--- config.mk ---
export PLATFORM = sky130hd
export DESIGN_NAME = mac_lane_flat
export DESIGN_NICKNAME = d
export VERILOG_FILES = /design/src/rtl/mac_pkg.sv /design/src/rtl/mac_lane_if.sv /design/src/rtl/mac_lane_fifo.sv /design/src/rtl/mac_lane.sv /design/src/flat_wrapper.sv
export SDC_FILE = /design/constraint.sdc
export NUM_CORES = 1
export LEC_CHECK = 0
export ABC_CLOCK_PERIOD_IN_PS = 17000
export CORE_MARGIN = 1
export CORE_UTILIZATION = 65
export CTS_BUF_LIST = sky130_fd_sc_hd__clkbuf_8
export DETAILED_ROUTE_END_ITERATION = 10
export DONT_BUFFER_PORTS = 1
export PLACE_DENSITY = 0.81
export SKIP_LAST_GASP = 1
export SYNTH_ARGS = -nofsm -noshare
export SYNTH_HDL_FRONTEND = slang
export SYNTH_SLANG_ARGS = --single-unit
--- constraint.sdc ---
create_clock -name clk -period 17 [get_ports clk]
set_input_delay 3.4 -clock clk [delete_from_list [all_inputs] [get_ports clk]]
set_output_delay 3.4 -clock clk [all_outputs]
set_load 0.01 [all_outputs]
--- src/rtl/mac_pkg.sv ---
// mac_lane shared types and constants.
// State encoding and FIFO sizing for the MAC lane.
package mac_pkg;

    typedef enum logic [1:0] {
        IDLE,
        RUN,
        FLUSH,
        EMIT
    } state_t;

    localparam int FIFO_DEPTH    = 4;
    localparam int FIFO_LOG      = 2;
    localparam int DEF_ACC_WIDTH = 32;

endpackage

--- src/rtl/mac_lane_if.sv ---
// mac_lane port bundle.
// Config, activation/weight streams and result handshake.
interface mac_lane_if
    import mac_pkg::*;
#(
    parameter int DATA_WIDTH             = 8,
    parameter int ACC_WIDTH              = DEF_ACC_WIDTH,
    parameter int LOG_MAX_ITERS          = 16,
    parameter int LOG_MAX_READS_PER_ITER = 16
);
    logic                              configure;
    logic [LOG_MAX_ITERS-1:0]          num_iters;
    logic [LOG_MAX_READS_PER_ITER-1:0] num_reads_per_iter;
    logic [DATA_WIDTH-1:0]             act_data_in;
    logic                              act_valid_in;
    logic                              act_avail_out;
    logic [DATA_WIDTH-1:0]             weight_data_in;
    logic                              weight_valid_in;
    logic                              weight_avail_out;
    logic [ACC_WIDTH-1:0]              data_out;
    logic                              valid_out;
    logic                              avail_in;
    logic                              busy_out;

    modport master (
        output configure, num_iters, num_reads_per_iter,
        output act_data_in, act_valid_in,
        output weight_data_in, weight_valid_in, avail_in,
        input  act_avail_out, weight_avail_out,
        input  data_out, valid_out, busy_out
    );

    modport slave (
        input  configure, num_iters, num_reads_per_iter,
        input  act_data_in, act_valid_in,
        input  weight_data_in, weight_valid_in, avail_in,
        output act_avail_out, weight_avail_out,
        output data_out, valid_out, busy_out
    );

endinterface

--- src/rtl/mac_lane_fifo.sv ---
// Small input FIFO with one slot of slack.
// avail drops one entry before full so a late sender still fits.
module mac_lane_fifo
    import mac_pkg::*;
#(
    parameter int WIDTH = 8
) (
    input  logic             clk,
    input  logic             rst,
    input  logic             wr_en,
    input  logic [WIDTH-1:0] wr_data,
    input  logic             rd_en,
    output logic [WIDTH-1:0] rd_data,
    output logic             empty,
    output logic             avail
);
    localparam logic [FIFO_LOG:0] FULL_CNT = (FIFO_LOG+1)'(FIFO_DEPTH);

    logic [WIDTH-1:0]    mem [FIFO_DEPTH];
    logic [FIFO_LOG-1:0] wr_ptr;
    logic [FIFO_LOG-1:0] rd_ptr;
    logic [FIFO_LOG:0]   cnt;
    logic                up_r;
    logic                full;
    logic                almost_full;
    logic                do_wr;
    logic                do_rd;

    assign full        = (cnt == FULL_CNT);
    assign almost_full = (cnt == FULL_CNT - (FIFO_LOG+1)'(1));
    assign empty       = (cnt == '0);
    assign do_rd       = rd_en & ~empty;
    assign do_wr       = wr_en & (~full | do_rd);
    assign rd_data     = mem[rd_ptr];
    assign avail       = up_r & ~almost_full & ~full;

    // Storage array; contents need no reset.
    always_ff @(posedge clk) begin
        if (do_wr) begin
            mem[wr_ptr] <= wr_data;
        end
    end

    // Pointers, occupancy and post-reset availability.
    always_ff @(posedge clk) begin
        if (rst) begin
            wr_ptr <= '0;
            rd_ptr <= '0;
            cnt    <= '0;
            up_r   <= 1'b0;
        end else begin
            up_r <= 1'b1;
            if (do_wr) begin
                wr_ptr <= wr_ptr + FIFO_LOG'(1);
            end
            if (do_rd) begin
                rd_ptr <= rd_ptr + FIFO_LOG'(1);
            end
            cnt <= cnt + (FIFO_LOG+1)'(do_wr) - (FIFO_LOG+1)'(do_rd);
        end
    end

endmodule

--- src/rtl/mac_lane.sv ---
// Per-lane multiply-accumulate stage.
// Sums reads-per-iter act*weight products, one result per iteration.
module mac_lane
    import mac_pkg::*;
#(
    parameter int DATA_WIDTH             = 8,
    parameter int ACC_WIDTH              = DEF_ACC_WIDTH,
    parameter int LOG_MAX_ITERS          = 16,
    parameter int LOG_MAX_READS_PER_ITER = 16
) (
    input logic       clk,
    input logic       rst,
    mac_lane_if.slave bus
);
    localparam int DW = DATA_WIDTH;
    localparam int AW = ACC_WIDTH;
    localparam int PW = 2 * DATA_WIDTH;
    localparam int LI = LOG_MAX_ITERS;
    localparam int LR = LOG_MAX_READS_PER_ITER;

    state_t               state;
    state_t               state_nx;
    logic [LI-1:0]        iters_r;
    logic [LR-1:0]        reads_r;
    logic [LR-1:0]        reads_copy_r;
    logic signed [DW-1:0] weight_r;
    logic signed [DW-1:0] act_q;
    logic signed [DW-1:0] wt_q;
    logic signed [DW-1:0] w_use;
    logic                 act_empty;
    logic                 wt_empty;
    logic                 act_avail;
    logic                 wt_avail;
    logic                 first_read;
    logic                 last_read;
    logic                 cfg_ok;
    logic                 op;
    logic                 wt_pop;
    logic                 emit_done;
    logic signed [PW-1:0] prod_r;
    logic                 first_s1;
    logic                 v1;
    logic [AW-1:0]        acc_r;
    logic [AW-1:0]        result_r;

    mac_lane_fifo #(.WIDTH(DW)) u_act_fifo (
        .clk     (clk),
        .rst     (rst),
        .wr_en   (bus.act_valid_in),
        .wr_data (bus.act_data_in),
        .rd_en   (op),
        .rd_data (act_q),
        .empty   (act_empty),
        .avail   (act_avail)
    );

    mac_lane_fifo #(.WIDTH(DW)) u_wt_fifo (
        .clk     (clk),
        .rst     (rst),
        .wr_en   (bus.weight_valid_in),
        .wr_data (bus.weight_data_in),
        .rd_en   (wt_pop),
        .rd_data (wt_q),
        .empty   (wt_empty),
        .avail   (wt_avail)
    );

    assign first_read = (reads_r == reads_copy_r);
    assign last_read  = (reads_r == LR'(1));
    assign cfg_ok     = bus.configure & (|bus.num_iters)
                      & (|bus.num_reads_per_iter);
    assign wt_pop     = op & first_read;
    assign w_use      = first_read ? wt_q : weight_r;

    assign bus.act_avail_out    = act_avail;
    assign bus.weight_avail_out = wt_avail;
    assign bus.data_out         = result_r;
    assign bus.valid_out        = emit_done;
    assign bus.busy_out         = (state != IDLE);

    // State register.
    always_ff @(posedge clk) begin
        if (rst) begin
            state <= IDLE;
        end else begin
            state <= state_nx;
        end
    end

    // Next state, op issue and result handshake.
    always_comb begin
        state_nx  = state;
        op        = 1'b0;
        emit_done = 1'b0;
        unique case (state)
            IDLE: begin
                if (cfg_ok) state_nx = RUN;
            end
            RUN: begin
                op = ~act_empty & (~first_read | ~wt_empty);
                if (op && last_read) state_nx = FLUSH;
            end
            FLUSH: begin
                if (!v1) state_nx = EMIT;
            end
            EMIT: begin
                emit_done = bus.avail_in;
                if (emit_done) begin
                    state_nx = (iters_r == LI'(1)) ? IDLE : RUN;
                end
            end
            default: state_nx = IDLE;
        endcase
    end

    // Iteration/read counters and result capture.
    always_ff @(posedge clk) begin
        if (rst) begin
            iters_r      <= '0;
            reads_r      <= '0;
            reads_copy_r <= '0;
            result_r     <= '0;
        end else begin
            if (state == IDLE && cfg_ok) begin
                iters_r      <= bus.num_iters;
                reads_r      <= bus.num_reads_per_iter;
                reads_copy_r <= bus.num_reads_per_iter;
            end
            if (op) begin
                reads_r <= last_read ? reads_copy_r : reads_r - LR'(1);
            end
            if (state == FLUSH && !v1) begin
                result_r <= acc_r;
            end
            if (emit_done && iters_r != LI'(1)) begin
                iters_r <= iters_r - LI'(1);
            end
        end
    end

    // Two-stage multiply then accumulate, wrapping.
    always_ff @(posedge clk) begin
        if (rst) begin
            v1       <= 1'b0;
            first_s1 <= 1'b0;
            prod_r   <= '0;
            weight_r <= '0;
            acc_r    <= '0;
        end else begin
            v1 <= op;
            if (op) begin
                prod_r   <= PW'(act_q) * PW'(w_use);
                first_s1 <= first_read;
            end
            if (wt_pop) begin
                weight_r <= wt_q;
            end
            if (v1) begin
                acc_r <= (first_s1 ? {AW{1'b0}} : acc_r) + AW'(prod_r);
            end
        end
    end

endmodule

--- src/flat_wrapper.sv ---
// flat-port wrapper written by rule: the top's interface ports become plain ports
module mac_lane_flat import mac_pkg::*;
#(
    parameter int DATA_WIDTH             = 8,
    parameter int ACC_WIDTH              = DEF_ACC_WIDTH,
    parameter int LOG_MAX_ITERS          = 16,
    parameter int LOG_MAX_READS_PER_ITER = 16
)
  (clk, rst, bus_configure, bus_num_iters, bus_num_reads_per_iter, bus_act_data_in, bus_act_valid_in, bus_weight_data_in, bus_weight_valid_in, bus_avail_in, bus_act_avail_out, bus_weight_avail_out, bus_data_out, bus_valid_out, bus_busy_out);
  mac_lane_if #(.DATA_WIDTH(DATA_WIDTH), .ACC_WIDTH(ACC_WIDTH), .LOG_MAX_ITERS(LOG_MAX_ITERS), .LOG_MAX_READS_PER_ITER(LOG_MAX_READS_PER_ITER)) bus_i ();
  input logic clk;
  input logic rst;
  input wire logic [$bits(bus_i.configure)-1:0] bus_configure;
  input wire logic [$bits(bus_i.num_iters)-1:0] bus_num_iters;
  input wire logic [$bits(bus_i.num_reads_per_iter)-1:0] bus_num_reads_per_iter;
  input wire logic [$bits(bus_i.act_data_in)-1:0] bus_act_data_in;
  input wire logic [$bits(bus_i.act_valid_in)-1:0] bus_act_valid_in;
  input wire logic [$bits(bus_i.weight_data_in)-1:0] bus_weight_data_in;
  input wire logic [$bits(bus_i.weight_valid_in)-1:0] bus_weight_valid_in;
  input wire logic [$bits(bus_i.avail_in)-1:0] bus_avail_in;
  output wire logic [$bits(bus_i.act_avail_out)-1:0] bus_act_avail_out;
  output wire logic [$bits(bus_i.weight_avail_out)-1:0] bus_weight_avail_out;
  output wire logic [$bits(bus_i.data_out)-1:0] bus_data_out;
  output wire logic [$bits(bus_i.valid_out)-1:0] bus_valid_out;
  output wire logic [$bits(bus_i.busy_out)-1:0] bus_busy_out;
  assign bus_i.configure = bus_configure;
  assign bus_i.num_iters = bus_num_iters;
  assign bus_i.num_reads_per_iter = bus_num_reads_per_iter;
  assign bus_i.act_data_in = bus_act_data_in;
  assign bus_i.act_valid_in = bus_act_valid_in;
  assign bus_i.weight_data_in = bus_weight_data_in;
  assign bus_i.weight_valid_in = bus_weight_valid_in;
  assign bus_i.avail_in = bus_avail_in;
  assign bus_act_avail_out = bus_i.act_avail_out;
  assign bus_weight_avail_out = bus_i.weight_avail_out;
  assign bus_data_out = bus_i.data_out;
  assign bus_valid_out = bus_i.valid_out;
  assign bus_busy_out = bus_i.busy_out;
  mac_lane #(.DATA_WIDTH(DATA_WIDTH), .ACC_WIDTH(ACC_WIDTH), .LOG_MAX_ITERS(LOG_MAX_ITERS), .LOG_MAX_READS_PER_ITER(LOG_MAX_READS_PER_ITER)) u_core (.clk(clk), .rst(rst), .bus(bus_i));
endmodule
# After elaboration in Yosys (flattened, before gate mapping)

Memories as Yosys holds them, arrays and structs flattened. A register that Yosys moved wholly into a read port is not among the register bits.
Cells that the tools add are included.
Widths: inputs -> output; s select.

Register bits: 155
Output and inout port bits: 36
RAM bits: 64
Bits of input ports: 54
Logic and storage cells: 106
Memories: 2

Memories:

| name                  | depth | width | read ports | clocked after Yosys merged registers in | write ports | RTL line            | RTL |
|---|---|---|---|---|---|---|---|
| u_core.u_act_fifo.mem | 4     | 8     | 1          | 1                                       | 1           | mac_lane_fifo.sv:19 | `logic [WIDTH-1:0] mem [FIFO_DEPTH];` |
| u_core.u_wt_fifo.mem  | 4     | 8     | 1          | 1                                       | 1           | mac_lane_fifo.sv:19 |  |

Reductions and logical operators: 14
Add/subtract/negate cells: 11
Eq/ne operators: 15
Bitwise operators: 22
Mux-type cells: 24
Multipliers: 1

Operators with widths:

| cell                  | number |
|---|---|
| $mux 16               | 5 |
| $add 32x32->32        | 1 |
| $eq 16x1->1 const B   | 2 |
| $mux 32               | 1 |
| $reduce_or 16->1      | 2 |
| $sub 16x1->16 const B | 2 |
| $eq 16x16->1          | 1 |
| $mul 8x8->16          | 1 |
| $mux 2                | 8 |
| $ne 16x1->1 const B   | 1 |
| $and 1x1->1           | 12 |
| $add 2x1->2 const B   | 4 |
| $mux 1                | 8 |
| $mux 8                | 1 |
| $pmux 2 s4            | 1 |
| $not 1->1             | 7 |
| $add 3x1->3           | 2 |
| $eq 3x2->1 const B    | 2 |
| $eq 3x3->1 const B    | 2 |
| $logic_not 3->1       | 2 |
| $reduce_bool 2->1     | 3 |
| $sub 3x1->3           | 2 |
| $eq 2x2->1 const B    | 2 |
| $logic_and 1x1->1     | 4 |
| 7 further kinds       | 11 |

# Depth between registers and ports, before layout

Word-level depth: 11
Mapped depth: 25
Depth with buffers taken out: 23

# Cells and area by module

From an unflattened synthesis, not the netlist that was laid out.

Cells, all modules: 1472
Area, all modules: 13696.9 µm²

By module, submodules not included:

| module                             | sequential area each (µm²) | instances | area an instance (µm²) | cells each |
|---|---|---|---|---|
| mac_lane                           | 2802.7                     | 1         | 10371.2                | 1279 |
| mac_lane_fifo at u_core.u_act_fifo | 1161.1                     | 1         | 1670.4                 | 96 |
| mac_lane_fifo at u_core.u_wt_fifo  | 1161.1                     | 1         | 1655.3                 | 97 |

# Least setup slack after synthesis

No wires, ideal clock.

Kind: in2out
From: input bus_avail_in
To: output bus_valid_out
Path slack: 10.022 ns
Buffers on the path: 0
Arrival time: 3.578 ns
Data required time: 13.600 ns
Stages: 1
Path through: and2_1

Word-level cells in the longest chain between the ends: 1

Ends and longest elaborated chain:

| what        | RTL line           | RTL |
|---|---|---|
| from (decl) | flat_wrapper.sv:20 | `input wire logic [$bits(bus_i.avail_in)-1:0] bus_avail_in;` |
| $mux 1      | mac_lane.sv:95     | `unique case (state)` |
| to (decl)   | flat_wrapper.sv:24 | `output wire logic [$bits(bus_i.valid_out)-1:0] bus_valid_out;` |

Every way passes these cells.

# Worst setup path in the final report

Same ends and word-level chain as after synthesis.

==> results by group <==
Status
  • Status: finished, final reports clean

Pwr
  • Cell leakage power: 5.69 nW
  • Maximum VDD drop: 0.102 mV
  • Pwr dens: 120 nW/um^2

Timing
  • Hold Vio Cnt, Final: 0
  • Total Neg Setup Slack: 0 ns
  • Final min period: 7.00 ns
  • Relative slew slack: 24.4%
  • Period utilization: 41.2%
  • FMAX: 0.143 GHz
  • Unrepaired setup endpoints after global routing: no
  • Slew @ Worst Pin: 1.13 ns
  • Final setup fails: 0
  • Clk_skew: 0.0292 ns
  • Max Slew Vio Count: 0

Critical path
  • Worst Setup SP: bus_avail_in
  • Slowest cell delay on critical path: 0.20 ns
  • Worst EP required: 13.60 ns
  • Slowest library cell on the worst path: and2_1
  • Crit path buffers/inverters: 0
  • Crit Path Class: input pin to output port
  • FF-to-FF setup slack: 10.58 ns
  • Worst Path Max Fanout: 3
  • Crit path capture type: output port
  • End point of the critical path: bus_valid_out
  • CP arrival: 3.60 ns
  • CP Cell Sequence: and2_1
  • Critical path depth: 1
  • Worst Reg-to-Reg Cells: 23
  • R2r endpoint: u_core.prod_r[14]$_SDFFE_PP0P_
  • RR Startpoint: u_core.reads_r[0]$_SDFFE_PP0P_
  • Delay-heaviest family, CP: simple AND/OR/NAND/NOR gates
  • CP Launch Type: input pin

Detailed routing
  • DRC Markers: 0
  • Via count: 10,200
  • Vias per cell: 5.78
  • Post-route ant nets: 0
  • Drt initial violations: 601
  • DRT Pass-1 Iters: 5
  • Post-DR wirelength/cell: 15.6 um
  • Final wirelength: 27.4 mm

Floorplan
  • I/O Pins: 90
  • Starting density of the core: 66.4%
  • Die X: 146 um
  • Die Ht: 146 um
  • Area of the core: 20,200 um^2
  • DIE AREA: 21,200 um^2
  • Row count: 52

CTS
  • Post-cts repair resize count: 0
  • Postcts setup bufs: 0
  • Clk_lat worst skew: 0.54 ns
  • Clk sinks: 223
  • CTS max path bufs: 3
  • Clock Tree Root: clkbuf_8
  • CTS tree: done
  • Max H-tree Level: 2
  • CTS clk-pin slew, worst paths: 0.06 ns
  • CTS Hold Bufs: 0
  • Clock buffer count from CTS: 38

Yosys
  • Mapped Area: 13,400 um^2
  • Most frequent cells after synthesis: 204 x nand2_1, 159 x dfxtp_1, 141 x nor2_1, 119 x a21oi_1, 118 x inv_1
  • Number of synthesized flops with an enable pin: 64
  • Syn Inst Count: 1,474
  • Syn_area_per_cell: 9.11 um^2
  • Post-synth ARST share: 0%
  • Post-synth top area share: 23.7%
  • Syn Nets: 1,666
  • Yosys top cell by area: dfxtp_1
  • Unique masters post-synth: 61
  • Top_reg_cell synth: dfxtp_1
  • Area contributors post-synth: dfxtp_1 24%, edfxtp_1 14%, fa_1 8.6%, ha_1 7.5%, nand2_1 5.7%
  • Ys Warns: 0
  • Most common cell in the netlist: nand2_1
  • Post-synthesis sequential area ratio: 38.0%
  • Yosys reg bits: 223

GRT
  • Total track usage: 26.3%
  • Number of global-route vias before repair: 10,100
  • Grt ovf: 0
  • Antenna violations before repair: 0
  • Largest net degree at the start of global routing: 162
  • First-pass GRT wire length: 46.2 mm

Cells and area
  • Share of cells above drive strength 1: 6.19%
  • Ant diodes: 0
  • Nets: 1,653
  • P&R area growth vs syn: 6.72%
  • Final Cell Area: 14,300 um^2

Worst hold path
  • Worst hold-check path type: flop to flop

Placed design
  • RD Place Congestion: 0.869
  • Port bufs: 0
  • Placed Area: 13,600 um^2
  • Post-DP HPWL: 19.2 mm

Flow run
  • Max-Cap Viols: 0
flip-flops by register name (all words and copies together), names as in the netlist, 3 cells and up, named ones only:
register and cells:
u_core.u_wt_fifo.cnt 3, u_core.u_act_fifo.cnt 3, u_core.iters_r 16, u_core.reads_r 16, u_core.acc_r 32, u_core.reads_copy_r 16
u_core.u_act_fifo.mem 32, u_core.weight_r 8, u_core.bus.data_out 32, u_core.prod_r 16, u_core.u_wt_fifo.mem 32
layer usage:
metal / part of all wire [%] / vias to the layer above / GRT usage, %
met5: 0 / - / 0
met2: 48 / 256 / 45.6
met4: 2.2 / 0 / 8.47
met1: 44 / 4804 / 33.0
met3: 5.8 / 61 / 5.05
li1: - / 5032 / -
through the flow:
| step | utilization (%) | setup WS [ns] | cells | total power [W] | hold WS, ns |
|---|---|---|---|---|---|
| after CTS | 70.9 | 10.00 | 1757 | 0.00174 | 0.453 |
| after global placement | 67.2 | 10.02 | 1691 | 0.00124 | 0.444 |
| after floorplan | - | 10.02 | 1474 | 0.00114 | 0.436 |
| after global routing | 70.9 | 10.0 | 1757 | 0.00184 | 0.470 |
| after detailed placement | 67.2 | 10.00 | 1691 | 0.00127 | 0.445 |
| final | 70.9 | 10.00 | 1757 | 0.00173 | 0.458 |
cell families (layout without fill, tap and decap cells):
| family | Yosys count | count (layout) | share of synthesized area [%] |
|---|---|---|---|
| compound gates | 270 | 270 | 12.5 |
| xor+xnor | 71 | 71 | 4.63 |
| fa+ha+maj | 138 | 138 | 16.1 |
| buf+inv | 181 | 194 | 5.12 |
| flops | 223 | 223 | 38.0 |
| mux | 59 | 59 | 5.39 |
| simple gates | 532 | 532 | 18.3 |
report_power, final:
part | leakage [nW] | internal (W) | switching (W)
clock network | 0.437 | 0.000252 | 0.000213
logic | 3.38 | 0.000225 | 0.000348
registers | 1.88 | 0.000618 | 0.0000699
layout by cell type (no fill, tap or decap), drive strengths merged, types with 7 or more instances in the layout:
master and instances:
nand2 204, a21oi 119, xor2 19, a311oi 18
o21ai 36, nor4 16, clkbuf 44, nor3 26
nand3 25, or2 7, o211ai 7, xnor2 52
ha 80, nand2b 12, nor2b 52, a211oi 26
fa 58, or3 8, nor2 141, mux4 10
buf 8, a21o 15, inv 135, mux2i 42
o21a 8, a31oi 8, nand4 11, and2 13
mux2 7, edfxtp 64, dfxtp 159
worst min path at each step:
stage                                   startpoint                             end  slack [ns]  cells after the start
detailed placement  u_core.prod_r[13]$_SDFFE_PP0P_  u_core.prod_r[13]$_SDFFE_PP0P_        0.45                      2
floorplan           u_core.prod_r[11]$_SDFFE_PP0P_  u_core.prod_r[11]$_SDFFE_PP0P_        0.44                      2
global route        u_core.prod_r[11]$_SDFFE_PP0P_  u_core.prod_r[11]$_SDFFE_PP0P_        0.47                      2
CTS                 u_core.prod_r[12]$_SDFFE_PP0P_  u_core.prod_r[12]$_SDFFE_PP0P_        0.45                      2
finish              u_core.prod_r[11]$_SDFFE_PP0P_  u_core.prod_r[11]$_SDFFE_PP0P_        0.46                      2
global placement    u_core.prod_r[12]$_SDFFE_PP0P_  u_core.prod_r[12]$_SDFFE_PP0P_        0.44                      2
area by class of cell:
class	instances	area, um^2
clock buffer	44	606
clock inverter	22	126
fill	1519	5900
inverter	120	450
multi-input combinational	1070	7650
sequential	223	5100
tap	270	338
timing repair buffer	8	60.1
(Power assumes the default switching activity.)
